### src/rtl/student_audio_pkg.sv
// student_audio_pkg: shared gain constants, gain FSM states and output saturation helper
package student_audio_pkg;

    localparam int GAIN_FRAC  = 14;
    localparam int GAIN_UNITY = 16384;

    typedef enum logic [1:0] {IDLE, RAMP_UP, RAMP_DOWN} gain_state_e;

    // Clamp a sign-extended value into the signed range of a w-bit word
    function automatic logic signed [63:0] saturate(input logic signed [63:0] v, input int w);
        logic signed [63:0] hi;
        hi = (64'sd1 <<< (w - 1)) - 64'sd1;
        return v > hi ? hi : (v < -hi - 64'sd1 ? -hi - 64'sd1 : v);
    endfunction

endpackage

### src/rtl/student_peak_meter.sv
// student_peak_meter: magnitude peak hold with proportional decay on each sample strobe
module student_peak_meter
    import student_audio_pkg::*;
#(
    parameter int W     = 24,
    parameter int SHIFT = 4
) (
    input  logic         clk_i,
    input  logic         rst_i,
    input  logic         valid_i,
    input  logic [W-1:0] sample_i,
    output logic [W-1:0] peak_o
);

    logic [W-1:0] mag, peak_q, peak_d;

    // Unsigned magnitude (most negative value maps to 2^(W-1)), then attack or decay
    always_comb begin
        mag    = sample_i[W-1] ? -sample_i : sample_i;
        peak_d = !valid_i ? peak_q : (mag > peak_q ? mag : peak_q - (peak_q >> SHIFT));
    end

    // Peak register
    always_ff @(posedge clk_i) begin
        peak_q <= rst_i ? '0 : peak_d;
    end

    assign peak_o = peak_q;

endmodule

### src/rtl/student_fir_gain_ramp.sv
// student_fir_gain_ramp: ramped digital gain with soft mute, saturation, clip flag and peak meter
module student_fir_gain_ramp
    import student_audio_pkg::*;
#(
    parameter int DATA_IN_W        = 24,
    parameter int DATA_OUT_W       = 24,
    parameter int GAIN_W           = 16,
    parameter int RAMP_STEP        = 64,
    parameter int PEAK_DECAY_SHIFT = 4
) (
    input  logic                  clk_i,
    input  logic                  rst_i,
    input  logic                  valid_strobe_in,
    input  logic [DATA_IN_W-1:0]  sample_in,
    input  logic [GAIN_W-1:0]     gain_target_i,
    input  logic                  mute_i,
    input  logic                  clip_clr_i,
    output logic                  valid_strobe_out,
    output logic [DATA_OUT_W-1:0] sample_out,
    output logic [GAIN_W-1:0]     gain_cur_o,
    output logic                  ramp_busy_o,
    output logic                  clip_o,
    output logic [DATA_OUT_W-1:0] peak_o
);

    localparam int PW = DATA_IN_W + GAIN_W + 1;
    localparam logic [GAIN_W-1:0] STEP = GAIN_W'(RAMP_STEP);

    logic [GAIN_W-1:0]     tgt, gain_q, gain_d;
    gain_state_e           state_q, state_d;
    logic                  s1_valid_q;
    logic [DATA_IN_W-1:0]  s1_sample_q;
    logic [GAIN_W-1:0]     s1_gain_q;
    logic signed [PW-1:0]  prod;
    logic signed [63:0]    shifted, sat;
    logic                  sat_hit, clip_q, clip_d, valid_q;
    logic [DATA_OUT_W-1:0] sample_q;

    // Gain moves one step toward the effective target per input strobe, clamped at the target
    always_comb begin
        tgt    = mute_i ? '0 : gain_target_i;
        gain_d = gain_q;
        if (valid_strobe_in)
            gain_d = tgt > gain_q ? (tgt - gain_q > STEP ? gain_q + STEP : tgt)
                                  : (gain_q - tgt > STEP ? gain_q - STEP : tgt);
    end

    // Next state re-evaluates direction on every strobe so a target change reverses the ramp
    always_comb begin
        state_d = state_q;
        if (valid_strobe_in)
            state_d = gain_d == tgt ? IDLE : (tgt > gain_d ? RAMP_UP : RAMP_DOWN);
    end

    // State and gain registers; gain starts at zero so audio fades in after reset
    always_ff @(posedge clk_i) begin
        if (rst_i) begin
            state_q <= IDLE;
            gain_q  <= '0;
        end else begin
            state_q <= state_d;
            gain_q  <= gain_d;
        end
    end

    // FSM outputs
    always_comb begin
        ramp_busy_o = state_q != IDLE;
        gain_cur_o  = gain_q;
    end

    // Stage 1 captures the sample with the gain in force before this strobe's update
    always_ff @(posedge clk_i) begin
        if (rst_i) begin
            s1_valid_q  <= 1'b0;
            s1_sample_q <= '0;
            s1_gain_q   <= '0;
        end else begin
            s1_valid_q <= valid_strobe_in;
            if (valid_strobe_in) begin
                s1_sample_q <= sample_in;
                s1_gain_q   <= gain_q;
            end
        end
    end

    // Stage 2 arithmetic: signed multiply, floor shift by the gain fraction, saturate
    always_comb begin
        prod    = $signed(s1_sample_q) * $signed({1'b0, s1_gain_q});
        shifted = 64'(prod) >>> GAIN_FRAC;
        sat     = saturate(shifted, DATA_OUT_W);
        sat_hit = s1_valid_q && (sat != shifted);
        clip_d  = sat_hit | (clip_q & ~clip_clr_i);
    end

    // Output registers; a saturation in the same cycle as a clear keeps the flag set
    always_ff @(posedge clk_i) begin
        if (rst_i) begin
            valid_q  <= 1'b0;
            sample_q <= '0;
            clip_q   <= 1'b0;
        end else begin
            valid_q <= s1_valid_q;
            clip_q  <= clip_d;
            if (s1_valid_q)
                sample_q <= sat[DATA_OUT_W-1:0];
        end
    end

    assign valid_strobe_out = valid_q;
    assign sample_out       = sample_q;
    assign clip_o           = clip_q;

    student_peak_meter #(
        .W     (DATA_OUT_W),
        .SHIFT (PEAK_DECAY_SHIFT)
    ) u_peak (
        .clk_i    (clk_i),
        .rst_i    (rst_i),
        .valid_i  (valid_q),
        .sample_i (sample_q),
        .peak_o   (peak_o)
    );

endmodule

### config.mk
export PLATFORM = sky130hd
export DESIGN_NAME = student_fir_gain_ramp
export DESIGN_NICKNAME = d
export VERILOG_FILES = /design/src/rtl/student_audio_pkg.sv /design/src/rtl/student_peak_meter.sv /design/src/rtl/student_fir_gain_ramp.sv
export SDC_FILE = /design/constraint.sdc
export NUM_CORES = 1
export LEC_CHECK = 0
export BUFFER_PORTS_ARGS = -buffer_cell sky130_fd_sc_hd__buf_2
export CORE_ASPECT_RATIO = 1.25
export CORE_MARGIN = 2
export CORE_UTILIZATION = 39
export DETAILED_ROUTE_END_ITERATION = 7
export PLACE_DENSITY_LB_ADDON = 0.1
export SETUP_SLACK_MARGIN = 0.05
export SYNTH_ARGS = -nofsm -noshare
export SYNTH_HDL_FRONTEND = slang
export SYNTH_SLANG_ARGS = --single-unit
### constraint.sdc
create_clock -name clk_i -period 8.6 [get_ports clk_i]
set_clock_uncertainty 0.1 [all_clocks]
set_input_delay 1.29 -clock clk_i [delete_from_list [all_inputs] [get_ports clk_i]]
set_output_delay 1.29 -clock clk_i [all_outputs]
set_load 0.005 [all_outputs]
==> reports/qor.txt, run 1 <==
Worst slew pin tran - 0.965 ns
Mapped cell area - 22300 um2
Total clock sinks - 109
Routing usage on met3 - 0.0280
Number of vias in the routed layout - 17.7k
Adder-cell share of the synthesized area - 0.447
Main synth FF type - dfxtp_1
Syn avg cell area - 8.45 um2
Core Box Area - 56900 um2
Routed wire length - 66500 um
Min-Delay Endpoint - state_q[0]$_SDFFE_PP0P_
Max-Cap Viols - 0
Status - finished with violations
Reg clk slew, reported paths - 0.08 ns
Die area - 59100 um2
Synth Area in XOR/XNOR - 0.0318
Async S/R FF share, synth - 0
Worst path required time - 8.80 ns
Post-CTS Hold Buffers - 0
Setup WS pre-CTS - 0.187 ns
Reg2Reg Capture Point - sample_out[7]$_SDFFE_PP0P_
Setup crit start kind - flip-flop
GP Congestion - 0.910
Largest net degree at the start of global routing - 73
Final setup TNS - 0 ns
Crit. End Element - flip-flop
Setup Buffers After CTS - 0
Pleak - 12.2 nW
Post-synth EDFFs - 0
Die height - 271 um
Clock Tree Buf Depth - 2
Vias per inst - 5.11
Die Wd - 218 um
Slew Limit Headroom - 0.357
Remaining Overflow, GRT - 0
Post-DP HPWL - 55100 um
Min-Delay Path Depth - 2
Critical path fanouts, max - 12
TritonCTS Buffers - 9
Buffers on Ports - 111
Most frequent cells in the layout - inv_1 (529), fa_1 (376), nand2_1 (286), ha_1 (194), nor2_1 (172)
Area growth syn-to-layout - 9.07%
Peak VDD IR - 99.5 uV
Yosys cell types - 76
Post-synthesis simple-gate area fraction - 0.177
Largest family of logic cells by synthesized area - adder cells
First-pass GRT wire length - 106000 um
Crit-path slowest cell - fa_1
Final Hold Viols - 0
Cell Rows - 98
Initial antenna violation count - 2
Root Driver - clkbuf_16
Period utilisation layout - 0.937
R2R Setup Slk - 0.54 ns
Clock Latency Late Sink - 0.41 ns
Crit path kind - flip-flop to flip-flop
Starting DRT DRC Count - 782
Gr usage total - 0.232
Final Slew Violations - 0
M2 GR Usage - 0.411
First drt pass iteration count - 7
GRT Max-Usage Layer - met2
Fmax - 124 MHz
GR Util met1 - 0.293
Synth Register Bits - 109
Vias in the first global route - 19.1k
Pwr/cell area - 105 nW/um2
Synth Area in Compound Gates - 0.108
CTS resizes - 0
Critical path startpoint - s1_sample_q[6]$_SDFFE_PP0P_
CP most frequent cell - fa_1
Synthesized Nets - 3254
Hold Path Class - flip-flop to flip-flop
Post-synthesis mux area share - 0.0298
Worst path top cell family by delay - adder cells
WP buf/inv - 4
Synth Instances - 2638
Final setup vio count - 0
Max stage delay on crit path - 0.55 ns
Arrival @ worst endpoint - 8.26 ns
Number of H-tree levels - 3
Sequential fraction of the synthesis area - 0.0979
Setup slack after layout - 0.543 ns
Fin nets - 3335
Ys Warns - 0
Failing checks - design-rule violations
Starting Density - 0.392
# IOs - 112
Drc violations - 1
WL/cell - 19.1 um
RSZ-0062 raised after global routing - no
Antenna-violating nets left - 0
Share of layout cells above drive strength 1 - 0.0888
Final min period - 8.06 ns
Reg2Reg Depth - 27
Hold Crit Start - state_q[0]$_SDFFE_PP0P_
Antenna cells - 0
Most common cell after layout, fill and taps aside - inv_1
R2r startpoint - s1_sample_q[6]$_SDFFE_PP0P_
CTS tree - yes
==> per-stage QoR <==
stage | total power, W | util | area (um2) | hold slack, ns | cells
after floorplan | 0.00165 | - | 22300 | 0.340 | 2638
after global placement | 0.00207 | 0.421 | 24000 | 0.350 | 3458
after detailed placement | 0.00208 | 0.421 | 24000 | 0.351 | 3458
after CTS | 0.00258 | 0.427 | 24300 | 0.364 | 3474
after global routing | 0.00278 | 0.427 | 24300 | 0.429 | 3474
final | 0.00256 | 0.427 | 24300 | 0.365 | 3474
==> flip-flops by register name, summed over array words and instances, names as in the netlist <==
register and cells:
s1_sample_q 24, clip_o 1, s1_gain_q 16, s1_valid_q 1, sample_out 24, u_peak.peak_o 24
state_q 2, gain_cur_o 16, valid_strobe_out 1
==> cells in the mapped netlist (3+ instances only) <==
master | count | area, um2
o31a_1 | 7 | 61.3
xnor2_1 | 64 | 561
or3_1 | 15 | 93.8
buf_1 | 3 | 11.3
a211oi_1 | 27 | 203
o22ai_1 | 4 | 25.0
nor4b_1 | 3 | 26.3
a221o_1 | 3 | 30.0
ha_1 | 194 | 2430
a211o_1 | 5 | 43.8
nor2b_1 | 34 | 213
o211ai_1 | 7 | 52.6
and3_1 | 10 | 62.6
or4_1 | 6 | 45.0
nor2_1 | 172 | 646
nand3_1 | 26 | 130
a21oi_1 | 86 | 430
fa_1 | 377 | 7550
a311oi_1 | 21 | 184
o21ai_0 | 54 | 270
nor4_1 | 7 | 43.8
a221oi_1 | 5 | 43.8
o211a_1 | 6 | 60.1
o21bai_1 | 11 | 82.6
o31ai_1 | 12 | 90.1
o21a_1 | 17 | 128
nor3b_1 | 3 | 22.5
inv_1 | 529 | 1990
a31oi_1 | 12 | 75.1
nand4_1 | 14 | 87.6
and2_1 | 160 | 1000
nand2b_1 | 31 | 194
mux2_2 | 3 | 33.8
mux2i_1 | 63 | 631
or2_2 | 6 | 37.5
o221ai_1 | 3 | 26.3
nor3_1 | 29 | 145
dfxtp_1 | 109 | 2180
a21boi_0 | 6 | 45.0
a21o_1 | 33 | 248
o41ai_1 | 7 | 61.3
clkbuf_1 | 110 | 413
xor2_1 | 17 | 149
nand2_1 | 286 | 1070
==> layout make-up <==
class / count / area [um2]
tap: 750 / 938
clock buffer: 12 / 246
multi-input combinational: 1883 / 17700
sequential: 109 / 2210
timing repair buffer: 185 / 1160
clock inverter: 4 / 55.1
inverter: 531 / 1990
fill: 5859 / 32600
==> worst max-delay path by stage <==
stage                            endpoint  slack [ns]  depth (start not counted)
3_5_place_dp   sample_out[2]$_SDFFE_PP0P_        0.19                         29
2_1_floorplan           clip_o$_SDFF_PP0_        0.88                         29
6_report       sample_out[7]$_SDFFE_PP0P_        0.54                         27
4_1_cts        sample_out[2]$_SDFFE_PP0P_        0.19                         29
3_3_place_gp   sample_out[2]$_SDFFE_PP0P_        0.37                         29
5_1_grt        sample_out[2]$_SDFFE_PP0P_        0.06                         29
==> worst register-to-register path, cell delays in order, from the launching register on <==
cell and delay [ns]:
dfxtp_1 0.43, and2_1 0.23, fa_1 0.53, inv_1 0.05, fa_1 0.52, fa_1 0.53
inv_1 0.05, fa_1 0.47, fa_1 0.55, inv_1 0.06, fa_1 0.53, inv_1 0.04
ha_1 0.32, nand2_1 0.06, nor3_1 0.22, a32oi_2 0.15, nand2_1 0.17, a31o_2 0.22
a21oi_1 0.11, o31a_1 0.34, a211o_1 0.29, and2_1 0.15, a21oi_1 0.26, nand2_1 0.15
or3_1 0.37, ha_1 0.41, or3_1 0.40, a311oi_1 0.26
==> routing by layer <==
layer,vias to the layer above,share of wire
met3,87,0.041
met5,-,0.00020
met2,370,0.50
met4,2,0.028
li1,8436,-
met1,8848,0.43
==> power breakdown <==
| group | internal, W | leakage [nW] | switching (W) |
|---|---|---|---|
| Combinational | 0.000573 | 11.2 | 0.000834 |
| Sequential | 0.000551 | 0.901 | 0.000113 |
| Clock | 0.000237 | 0.143 | 0.000252 |
==> kinds of logic after synthesis <==
kind of cell / count (synthesis)
AO/OA/AOI/OAI: 351
XOR/XNOR: 81
adder cells (fa/ha/maj): 571
buffers and inverters: 646
flip-flops: 109
multiplexers: 66
AND/OR/NAND/NOR: 814
No activity file was read; power rests on OpenSTA's default activity.
==> run 2, diff against run 1 <==
--- a/config.mk
+++ b/config.mk
@@ -10,6 +10,7 @@
 export CORE_MARGIN = 2
 export CORE_UTILIZATION = 39
 export DETAILED_ROUTE_END_ITERATION = 7
+export MAX_ROUTING_LAYER = met4
 export PLACE_DENSITY_LB_ADDON = 0.1
 export SETUP_SLACK_MARGIN = 0.05
 export SYNTH_ARGS = -nofsm -noshare
==> run 2 against run 1 <==
The flow now finishes without violations. Non-clock buffer count down 10. Sequential power about the same. Hold slack worse by 0.0018 ns. Clock-buffer cell count down 3. Design area down 0.42%. Routed wire length up 0.66%. Worst setup slack better by 0.025 ns. Critical path type unchanged.
==> reports/qor.txt, run 2 (same netlist as run 1, synthesis figures left out) <==
Status - complete, no violations
Cell Rows - 98 (unchanged)
Period utilisation layout - 0.934 (-0.00292)
Peak VDD IR - 113 uV (+13%)
R2R Setup Slk - 0.57 ns (+0.03 ns)
Crit path kind - flip-flop to flip-flop
Reg clk slew, reported paths - 0.09 ns (about the same)
Filler Cell Count - 5850 (-0.15%)
Reg2Reg Capture Point - sample_out[2]$_SDFFE_PP0P_
Post-DP HPWL - 54600 um (-1.0%)
Pleak - 12.1 nW (-0.60%)
Pwr/cell area - 105 nW/um2 (-0.31%)
Fmax - 125 MHz (+0.31%)
Crit-path slowest cell - fa_1
Final setup vio count - 0 (unchanged)
Routed wire length - 66900 um (+0.66%)
Starting DRT DRC Count - 755 (-3.5%)
Worst slew pin tran - 0.928 ns (-0.0361 ns)
Crit. End Element - flip-flop
CP Capture Point - sample_out[2]$_SDFFE_PP0P_
Clock power frac - 0.187 (-0.004)
Final Slew Violations - 0 (unchanged)
Most frequent cells in the layout - inv_1 (529), fa_1 (377), nand2_1 (286), ha_1 (193), nor2_1 (172)
Core Box Area - 56900 um2 (unchanged)
Starting Density - 0.392 (unchanged)
Drc violations - 0 (-1)
Final Hold Viols - 0 (unchanged)
Antenna-violating nets left - 0 (unchanged)
Number of H-tree levels - 3 (unchanged)
P_sw - 0.00122 W (+1.4%)
Final setup TNS - 0 ns (unchanged)
Combinational share of power - 0.553 (+0.003)
Seq pwr share - 0.261 (+0.002)
Largest net degree at the start of global routing - 73 (unchanged)
Setup crit start kind - flip-flop
Antenna cells - 0 (unchanged)
Max stage delay on crit path - 0.55 ns (about the same)
CP most frequent cell - fa_1
Arrival @ worst endpoint - 8.25 ns (about the same)
Hold Path Class - flip-flop to flip-flop
Share of layout cells above drive strength 1 - 0.0847 (-0.00409)
Final core occ - 0.426 (-0.00180)
R2r startpoint - s1_sample_q[6]$_SDFFE_PP0P_
TritonCTS Buffers - 9 (unchanged)
Gr usage total - 0.240 (+0.00754)
Area growth syn-to-layout - 8.61%
Most common cell after layout, fill and taps aside - inv_1
First-pass GRT wire length - 107000 um (+0.66%)
Total clock sinks - 109 (unchanged)
CTS tree - yes
Root Driver - clkbuf_16
# IOs - 112 (unchanged)
Slew Limit Headroom - 0.381 (+0.0241)
Reg2Reg Depth - 30 (+11%)
Vias per inst - 5.12 (+0.28%)
Buffers on Ports - 111 (unchanged)
Setup Buffers After CTS - 0 (unchanged)
Non-Filler Instances - 3464 (-0.29%)
Remaining Overflow, GRT - 0 (unchanged)
Critical path fanouts, max - 13 (+1)
Vias in the first global route - 19.2k (+0.40%)
Die height - 271 um (unchanged)
GP Congestion - 0.910 (about the same)
WL/cell - 19.3 um (+0.96%)
Max-Cap Viols - 0 (unchanged)
Placed cells - 3448 (-0.29%)
Final min period - 8.03 ns (-0.0251 ns)
Clock Tree Buf Depth - 2 (unchanged)
Critical path startpoint - s1_sample_q[6]$_SDFFE_PP0P_
Post-CTS Hold Buffers - 0 (unchanged)
Clock Latency Late Sink - 0.41 ns (about the same)
Int Power - 0.00132 W (-2.7%)
Initial antenna violation count - 0 (-2)
Overall Power - 0.00254 W (-0.73%)
RSZ-0062 raised after global routing - no
Number of vias in the routed layout - 17.7k (-0.011%)
Die area - 59100 um2 (unchanged)
Fin nets - 3325 (-0.30%)
Worst path required time - 8.82 ns (+0.02 ns)
Die Wd - 218 um (unchanged)
Net Sw Frac - 0.479 (+0.0103)
First drt pass iteration count - 5 (-2)
-- run 2: metal layers --
| metal | global-route usage | up-vias | routed length (um) |
|---|---|---|---|
| li1 | - | 8412 | - |
| met1 | 0.304 | 8929 | 29900 |
| met2 | 0.413 | 327 | 33800 |
| met3 | 0.0213 | 73 | 1980 |
| met4 | 0.0585 | 0 | 1240 |
| met5 | - | - | 0 |
-- run 2: worst min-delay path by stage --
stage	startpoint	endpoint	depth (start not counted)
finish	state_q[0]$_SDFFE_PP0P_	state_q[0]$_SDFFE_PP0P_	2
global route	state_q[0]$_SDFFE_PP0P_	state_q[0]$_SDFFE_PP0P_	2
CTS	state_q[0]$_SDFFE_PP0P_	state_q[0]$_SDFFE_PP0P_	2
detailed placement	state_q[0]$_SDFFE_PP0P_	state_q[0]$_SDFFE_PP0P_	2
global placement	state_q[0]$_SDFFE_PP0P_	state_q[0]$_SDFFE_PP0P_	2
floorplan	state_q[0]$_SDFFE_PP0P_	state_q[0]$_SDFFE_PP0P_	2
-- run 2: area by class of cell --
class                   instances  area, um2  share of cell area
clock buffers                   9        225             0.00930
clock inverters                 7       63.8             0.00263
inverters                     531       1990              0.0823
multi-input cells            1883      17700               0.731
flip-flops and latches        109       2200              0.0910
well taps                     750        938              0.0387
repair buffers                175       1080              0.0445
-- run 2: power by group through the flow --
stage                     Combinational [W]  Clock, W  Sequential, W
final                               0.00140  0.000475       0.000662
after global routing                0.00159  0.000506       0.000672
after CTS                           0.00141  0.000492       0.000660
after detailed placement            0.00140         0       0.000672
after global placement              0.00140         0       0.000670
after floorplan                     0.00104         0       0.000608
-- run 2: through the flow --
stage                     hold slack, ns  area [um2]  worst slack, ns
after CTS                          0.364       24200            0.326
after detailed placement           0.351       23900            0.367
final                              0.363       24200            0.568
after global placement             0.350       23900            0.442
after global routing               0.410       24200           0.0926
after floorplan                    0.340       22300            0.885
-- run 2: repair_timing --
action,4_1_cts,5_1_grt
endpoints found under the hold margin,0,0
gates resized for setup,0,20
setup endpoints to repair,0,17
-- run 2: worst max-delay path, delay by kind of cell (launching register included) --
family,cells,cell delay (ns)
buf+inv,6,0.55
fa+ha+maj,8,3.76
simple gates,6,1.16
flops,1,0.45
compound gates,10,1.90
